File: config.mk
export PLATFORM = sky130hd
export DESIGN_NAME = keccak_state_unpacker_flat
export DESIGN_NICKNAME = d
export VERILOG_FILES = /design/src/rtl/keccak_pkg.sv /design/src/rtl/keccak_state_unpacker_if.sv /design/src/rtl/keccak_lane_unswap.sv /design/src/rtl/keccak_state_unpacker.sv /design/src/flat_wrapper.sv
export SDC_FILE = /design/constraint.sdc
export NUM_CORES = 2
export LEC_CHECK = 0
export CORE_AREA = 2 2 646 648
export CTS_BUF_LIST = sky130_fd_sc_hd__clkbuf_2
export CTS_CLUSTER_SIZE = 30
export DETAILED_ROUTE_END_ITERATION = 10
export DIE_AREA = 0 0 648 650
export GPL_TIMING_DRIVEN = 0
export PLACE_DENSITY_LB_ADDON = 0.08
export SETUP_SLACK_MARGIN = 0.1
export SYNTH_ARGS = -nofsm -noshare
export SYNTH_HDL_FRONTEND = slang
export SYNTH_SLANG_ARGS = --single-unit
File: constraint.sdc
create_clock -name i_clk -period 40.5 [get_ports i_clk]
set_input_delay 4.05 -clock i_clk [delete_from_list [all_inputs] [get_ports i_clk]]
set_output_delay 4.05 -clock i_clk [all_outputs]
set_load 0.005 [all_outputs]
File: src/rtl/keccak_pkg.sv
// keccak_pkg
// Shared constants and types for the Keccak state path: lane/state geometry,
// lane index width and the unpacker FSM state encoding.
package keccak_pkg;

    localparam int KECCAK_LANE_W    = 64;
    localparam int KECCAK_NUM_LANES = 25;
    localparam int KECCAK_STATE_W   = KECCAK_LANE_W * KECCAK_NUM_LANES;
    localparam int KECCAK_HW_W      = 16;
    localparam int KECCAK_IDX_W     = 5;

    localparam logic [KECCAK_IDX_W-1:0] KECCAK_LAST_IDX = KECCAK_IDX_W'(KECCAK_NUM_LANES - 1);

    typedef enum logic {
        IDLE   = 1'b0,
        STREAM = 1'b1
    } unpack_state_e;

endpackage

File: src/rtl/keccak_state_unpacker_if.sv
// keccak_state_unpacker_if
// Bundles both handshakes of the state unpacker.
//   Input side : i_valid, o_ready, i_v_data (1600-bit halfword-shuffled state)
//   Output side: o_valid, i_ready, o_v_data (64-bit lane), o_lane_idx, o_last
// Modports:
//   slave  - the unpacker itself
//   master - the surrounding logic (upstream producer + downstream consumer)
// Integrator note: o_ready depends combinationally on i_ready while the last
// lane of a state is being presented.
interface keccak_state_unpacker_if;
    import keccak_pkg::*;

    logic                        i_valid;
    logic                        o_ready;
    logic [KECCAK_STATE_W-1:0]   i_v_data;
    logic                        o_valid;
    logic                        i_ready;
    logic [KECCAK_LANE_W-1:0]    o_v_data;
    logic [KECCAK_IDX_W-1:0]     o_lane_idx;
    logic                        o_last;

    modport slave (
        input  i_valid, i_v_data, i_ready,
        output o_ready, o_valid, o_v_data, o_lane_idx, o_last
    );

    modport master (
        output i_valid, i_v_data, i_ready,
        input  o_ready, o_valid, o_v_data, o_lane_idx, o_last
    );

endinterface

File: src/rtl/keccak_lane_unswap.sv
// keccak_lane_unswap
// Purely combinational halfword reversal inside one lane. The mapping is its
// own inverse, so the packer side can reuse this block unchanged.
// Ports:
//   lane_in  - lane with halfwords in shuffled order
//   lane_out - lane with halfword i moved to position (N-1-i)
module keccak_lane_unswap #(
    parameter int LANE_W = 64,
    parameter int HW_W   = 16
) (
    input  logic [LANE_W-1:0] lane_in,
    output logic [LANE_W-1:0] lane_out
);

    localparam int NUM_HW = LANE_W / HW_W;

    for (genvar i = 0; i < NUM_HW; i++) begin : g_hw
        assign lane_out[i*HW_W +: HW_W] = lane_in[(NUM_HW-1-i)*HW_W +: HW_W];
    end

endmodule

File: src/rtl/keccak_state_unpacker.sv
// keccak_state_unpacker
// Captures one halfword-shuffled 1600-bit Keccak state and streams it out as
// 25 lanes of 64 bits with the natural halfword order restored.
// Ports:
//   i_clk   - clock, everything on the rising edge
//   i_rst_n - synchronous active-low reset
//   bus     - slave side of keccak_state_unpacker_if (state in, lanes out)
// The only combinational path is i_ready -> o_ready, active on the last lane
// so a following state can be captured without a bubble.
module keccak_state_unpacker
    import keccak_pkg::*;
(
    input  logic                     i_clk,
    input  logic                     i_rst_n,
    keccak_state_unpacker_if.slave   bus
);

    unpack_state_e                                      state_q, state_d;
    logic [KECCAK_IDX_W-1:0]                            cnt_q, cnt_d;
    logic                                               ready_en_q;
    logic                                               capture;
    logic                                               ready;
    logic [KECCAK_NUM_LANES-1:0][KECCAK_LANE_W-1:0]     buf_q;
    logic [KECCAK_LANE_W-1:0]                           sel_lane;
    logic [KECCAK_LANE_W-1:0]                           unswapped;

    // Control registers. ready_en_q keeps o_ready low through reset and lets
    // it rise only once a clock edge has seen reset released.
    always_ff @(posedge i_clk) begin
        if (!i_rst_n) begin
            state_q    <= IDLE;
            cnt_q      <= '0;
            ready_en_q <= 1'b0;
        end else begin
            state_q    <= state_d;
            cnt_q      <= cnt_d;
            ready_en_q <= 1'b1;
        end
    end

    // State buffer has no reset; its contents only matter once captured.
    always_ff @(posedge i_clk) begin
        if (capture) begin
            buf_q <= bus.i_v_data;
        end
    end

    // Next-state logic. On the last lane the unpacker is ready exactly when
    // the downstream takes that lane, so a waiting state overlaps with it.
    always_comb begin
        state_d = state_q;
        cnt_d   = cnt_q;
        capture = 1'b0;
        ready   = 1'b0;
        case (state_q)
            IDLE: begin
                ready = ready_en_q;
                if (bus.i_valid && ready_en_q) begin
                    capture = 1'b1;
                    state_d = STREAM;
                    cnt_d   = '0;
                end
            end
            STREAM: begin
                if (cnt_q == KECCAK_LAST_IDX) begin
                    ready = bus.i_ready;
                    if (bus.i_ready) begin
                        cnt_d = '0;
                        if (bus.i_valid) begin
                            capture = 1'b1;
                        end else begin
                            state_d = IDLE;
                        end
                    end
                end else if (bus.i_ready) begin
                    cnt_d = cnt_q + 1'b1;
                end
            end
            default: begin
                state_d = IDLE;
                cnt_d   = '0;
            end
        endcase
    end

    assign sel_lane = buf_q[cnt_q];

    keccak_lane_unswap #(
        .LANE_W (KECCAK_LANE_W),
        .HW_W   (KECCAK_HW_W)
    ) u_unswap (
        .lane_in  (sel_lane),
        .lane_out (unswapped)
    );

    // Lane data is forced to zero outside STREAM so the buffer's don't-care
    // contents never leak out after reset.
    assign bus.o_ready    = ready;
    assign bus.o_valid    = (state_q == STREAM);
    assign bus.o_v_data   = (state_q == STREAM) ? unswapped : '0;
    assign bus.o_lane_idx = cnt_q;
    assign bus.o_last     = (state_q == STREAM) && (cnt_q == KECCAK_LAST_IDX);

    cnt_in_range: assert property (@(posedge i_clk) disable iff (!i_rst_n)
        cnt_q <= KECCAK_LAST_IDX);

endmodule

File: src/flat_wrapper.sv
// flat-port wrapper written by rule: the top's interface ports become plain ports
module keccak_state_unpacker_flat import keccak_pkg::*;
  (i_clk, i_rst_n, bus_i_valid, bus_i_v_data, bus_i_ready, bus_o_ready, bus_o_valid, bus_o_v_data, bus_o_lane_idx, bus_o_last);
  keccak_state_unpacker_if bus_i ();
  input  logic i_clk;
  input  logic i_rst_n;
  input wire logic [$bits(bus_i.i_valid)-1:0] bus_i_valid;
  input wire logic [$bits(bus_i.i_v_data)-1:0] bus_i_v_data;
  input wire logic [$bits(bus_i.i_ready)-1:0] bus_i_ready;
  output wire logic [$bits(bus_i.o_ready)-1:0] bus_o_ready;
  output wire logic [$bits(bus_i.o_valid)-1:0] bus_o_valid;
  output wire logic [$bits(bus_i.o_v_data)-1:0] bus_o_v_data;
  output wire logic [$bits(bus_i.o_lane_idx)-1:0] bus_o_lane_idx;
  output wire logic [$bits(bus_i.o_last)-1:0] bus_o_last;
  assign bus_i.i_valid = bus_i_valid;
  assign bus_i.i_v_data = bus_i_v_data;
  assign bus_i.i_ready = bus_i_ready;
  assign bus_o_ready = bus_i.o_ready;
  assign bus_o_valid = bus_i.o_valid;
  assign bus_o_v_data = bus_i.o_v_data;
  assign bus_o_lane_idx = bus_i.o_lane_idx;
  assign bus_o_last = bus_i.o_last;
  keccak_state_unpacker u_core (.i_clk(i_clk), .i_rst_n(i_rst_n), .bus(bus_i));
endmodule
==> summary.md <==
| Metric | Value |
|---|---|
| CP dominant cell by count | `buf_2` |
| Post-synthesis sequential area ratio | `0.786` |
| Worst reg2reg path endpoint | `u_core.buf_q[942]` |
| Synth area leader | `edfxtp_1` |
| Hold Crit Depth | `2` |
| Setup Buffers After CTS | `0` |
| Synth Area in XOR/XNOR | `0.000572` |
| Setup TNS | `0 ns` |
| Ys flop type | `edfxtp_1` |
| Routed length per instance | `32.6 um` |
| Hold path start | `u_core.ready_en_q` |
| Dpl ws | `30.83 ns` |
| Die X | `648 um` |
| CTS tree | `built` |
| Async S/R FF share, synth | `0` |
| CTS sink count | `1607` |
| Starting Density | `0.148` |
| Most frequent cell after synthesis | `edfxtp_1` |
| Overall power | `0.00374 W` |
| Flops & latches, synth | `1607` |
| Area growth syn-to-layout | `48.0%` |
| Unrepaired setup endpoints after global routing | `no` |
| Clock slew at reported path FFs | `0.09 ns` |
| # hold bufs at CTS | `0` |
| Io pins | `1676` |
| Multi-input gate area | `0.0119 mm^2` |
| Post-DRT Antenna Nets | `0` |
| Metal2 WL | `188 mm` |
| Placed Cells | `10100` |
| DR DRC count | `0` |
| GRT Util Overall | `0.165` |
| Register area | `0.0482 mm^2` |
| Cell variety after synth | `38` |
| Critical path buffer and inverter count | `5` |
| Status | `finished, final reports clean` |
| Die area | `0.421 mm^2` |
| HP Class | `flip-flop to flip-flop` |
| Highest routing layer actually used | `met5` |
| Worst Path Required | `36.45 ns` |
| Final Hold Violating Endpoints | `0` |
| Die H | `650 um` |
| TritonCTS Buffers | `522` |
| Fin crit share | `0.261` |
| Path depth of the worst reg2reg path | `17` |
| Router iterations before antenna repair | `5` |
| Clock root buffer | `clkbuf_2` |
| Warnings from Yosys | `0` |
| Mean Syn Cell Area | `21.5 um^2` |
| Netlist Area Pre-Place | `0.0613 mm^2` |
| Combinational family with the most area after synthesis | `multiplexers` |
| H-tree depth | `6` |
| RePlAce Congestion | `0.799` |
| Gr ovfl total | `0` |
| Pleak | `29.0 nW` |
| Worst slew margin | `0.136` |
| Input/output buffers | `1675` |
| Post-synthesis mux area share | `0.136` |
| WS Path Type | `flip-flop to primary output` |
| Pwr per Cell Area | `41.2 mW/mm^2` |
| Worst path slowest cell | `buf_2` |
| Min Tclk post-route | `10.56 ns` |
| Setup violations, final | `0` |
| Critical Path AT | `6.51 ns` |
| PostCTS Resize Cnt | `0` |
| Syn Nets | `4453` |
| Actual slew at the worst max-slew pin | `1.30 ns` |
| Max-cap violations | `0` |
| Initial antenna violation count | `409` |
| Via density | `3.68` |
| R2R Setup Slk | `34.33 ns` |
| Post-Synth Adder-Cell Area | `0.000408` |
| Cell Count, Final, Fillers Out | `11000` |
| Critical R2R Launch | `u_core.bus.o_lane_idx[1]` |
| Largest net degree at the start of global routing | `67` |
| Simple-Gate Fraction of Synth Area | `0.0127` |
| Drt total wl | `358 mm` |
| Synthesized instance count | `2847` |
| Slowest stage delay, CP | `0.72 ns` |
| Post-synth top area share | `0.784` |
| Final Worst Setup Slack | `29.94 ns` |
| DRT met1 WL | `130 mm` |
| Max Root-Sink Buffers | `4` |
| Layout fillers | `43900` |
| Max Slew Vio Count | `0` |
| Fin nets | `6689` |
| Share of layout cells above drive strength 1 | `0.229` |
| CP cell instances | `buf_2 > clkbuf_2 > buf_12 > buf_2 > mux4_2 > o22ai_1 > nor3_1 > clkdlybuf4s50_1` |
| Fin Clk Skew | `0.219 ns` |
| Via count | `40400` |
| Startpoint Class | `flip-flop` |
| Top cells by area, synth | `edfxtp_1, mux4_2, mux2i_1` |
| Worst hold path endpoint | `u_core.bus.o_valid` |
| Max Clock Freq | `94.7 MHz` |
| Vias in the first global route | `43400` |
| Crit path max fanout | `10` |
| Peak VDD IR | `0.0217 mV` |
| Hpwl dp | `283 mm` |
| Post-synth top cells | `edfxtp_1, mux2i_1, mux4_2, a22oi_1, o22ai_1` |
| Crit. End Element | `primary output` |
| Row count | `237` |
| Met3 WL | `28.9 mm` |
| Skew-Pair Late Insertion Delay | `2.09 ns` |
| Family with the most delay on the worst path | `buffers and inverters` |
| Core footprint | `0.415 mm^2` |
| Initial DRC Count | `2674` |
| Synth Area in Compound Gates | `0.0440` |
| Global-route wire length before repair | `450 mm` |
| EDFF count, synth | `1600` |
## state kept, by name, summed over array words and instances (netlist names)
signal and cells:
u_core.buf_q 1600, u_core.bus.o_lane_idx 5, u_core.bus.o_valid 1, u_core.ready_en_q 1
## stage by stage
| step | hold WS [ns] | cell area, um^2 | utilization |
|---|---|---|---|
| floorplan | 0.454 | 61300 | - |
| CTS | 0.512 | 90500 | 0.218 |
| global placement | 0.500 | 84900 | 0.205 |
| detailed placement | 0.498 | 85900 | 0.207 |
| finish | 0.513 | 90700 | 0.219 |
| global route | 0.537 | 90500 | 0.218 |
## tightest hold or removal path, cell delays in order (launching register included)
cell      delay, ns
dfxtp_1        0.33
nand2_1        0.06
a21boi_0       0.08
## layer usage
layer  up-vias  track usage
met4       202       0.0415
li1      16900            -
met1     20100        0.176
met5         -            0
met2      2112        0.305
met3      1146       0.0587
## cell families (layout without fill, tap and decap cells)
logic type / after synthesis / in the layout
buffers and inverters: 238 / 2795
and+or+nand+nor: 92 / 92
xor gates and xnor gates: 4 / 4
AOI/OAI and AO/OA: 392 / 392
DFF: 1607 / 1607
muxes: 512 / 512
other: 0 / 84
adders and majority gates: 2 / 2
## where the power goes
| part | internal (W) | total (W) | leakage [nW] | switching (W) |
|---|---|---|---|---|
| Clock | 0.000562 | 0.00138 | 3.43 | 0.000817 |
| Combinational | 0.000232 | 0.000422 | 10.6 | 0.000191 |
| Sequential | 0.00191 | 0.00193 | 15.0 | 0.0000219 |
| Total | 0.00271 | 0.00374 | 29.0 | 0.00103 |
## area by class of cell
| class | count | share of cell area |
|---|---|---|
| sequential | 1607 | 0.531 |
| timing repair buffer | 1712 | 0.196 |
| multi-input combinational | 1002 | 0.131 |
| tap | 5497 | 0.0759 |
| clock buffer | 723 | 0.0399 |
| buffer | 170 | 0.0108 |
| clock inverter | 122 | 0.0101 |
| inverter | 68 | 0.00281 |
| antenna | 84 | 0.00232 |
## layout by cell type, fill, tap and decap left out, types with 11 or more instances in the layout
cell type        instances
a22oi_1                128
a32oi_1                 65
buf_1                   15
buf_16                  33
buf_2                   51
buf_4                   27
buf_6                   22
bufinv_16               13
clkbuf_1                50
clkbuf_2               727
clkdlybuf4s50_1       1675
clkinv_1                71
clkinv_4                12
diode_2                 84
edfxtp_1              1600
inv_1                   68
inv_2                   11
mux2i_1                256
mux4_2                 256
nor3_2                  60
o21ai_1                 58
o22ai_1                128
## worst max path at each step
stage	slack (ns)	start	end	cells past startpoint
2_1_floorplan	16.19	bus_i_ready	u_core.buf_q[0]	3
4_1_cts	29.05	u_core.bus.o_lane_idx[1]	bus_o_v_data[55]	7
5_1_grt	29.37	u_core.bus.o_lane_idx[1]	bus_o_v_data[33]	7
3_5_place_dp	30.83	bus_i_ready	bus_o_ready	4
3_3_place_gp	3.25	bus_i_ready	u_core.buf_q[849]	4
6_report	29.94	u_core.bus.o_lane_idx[1]	bus_o_v_data[2]	8
Power figures use the tool's default switching activity.
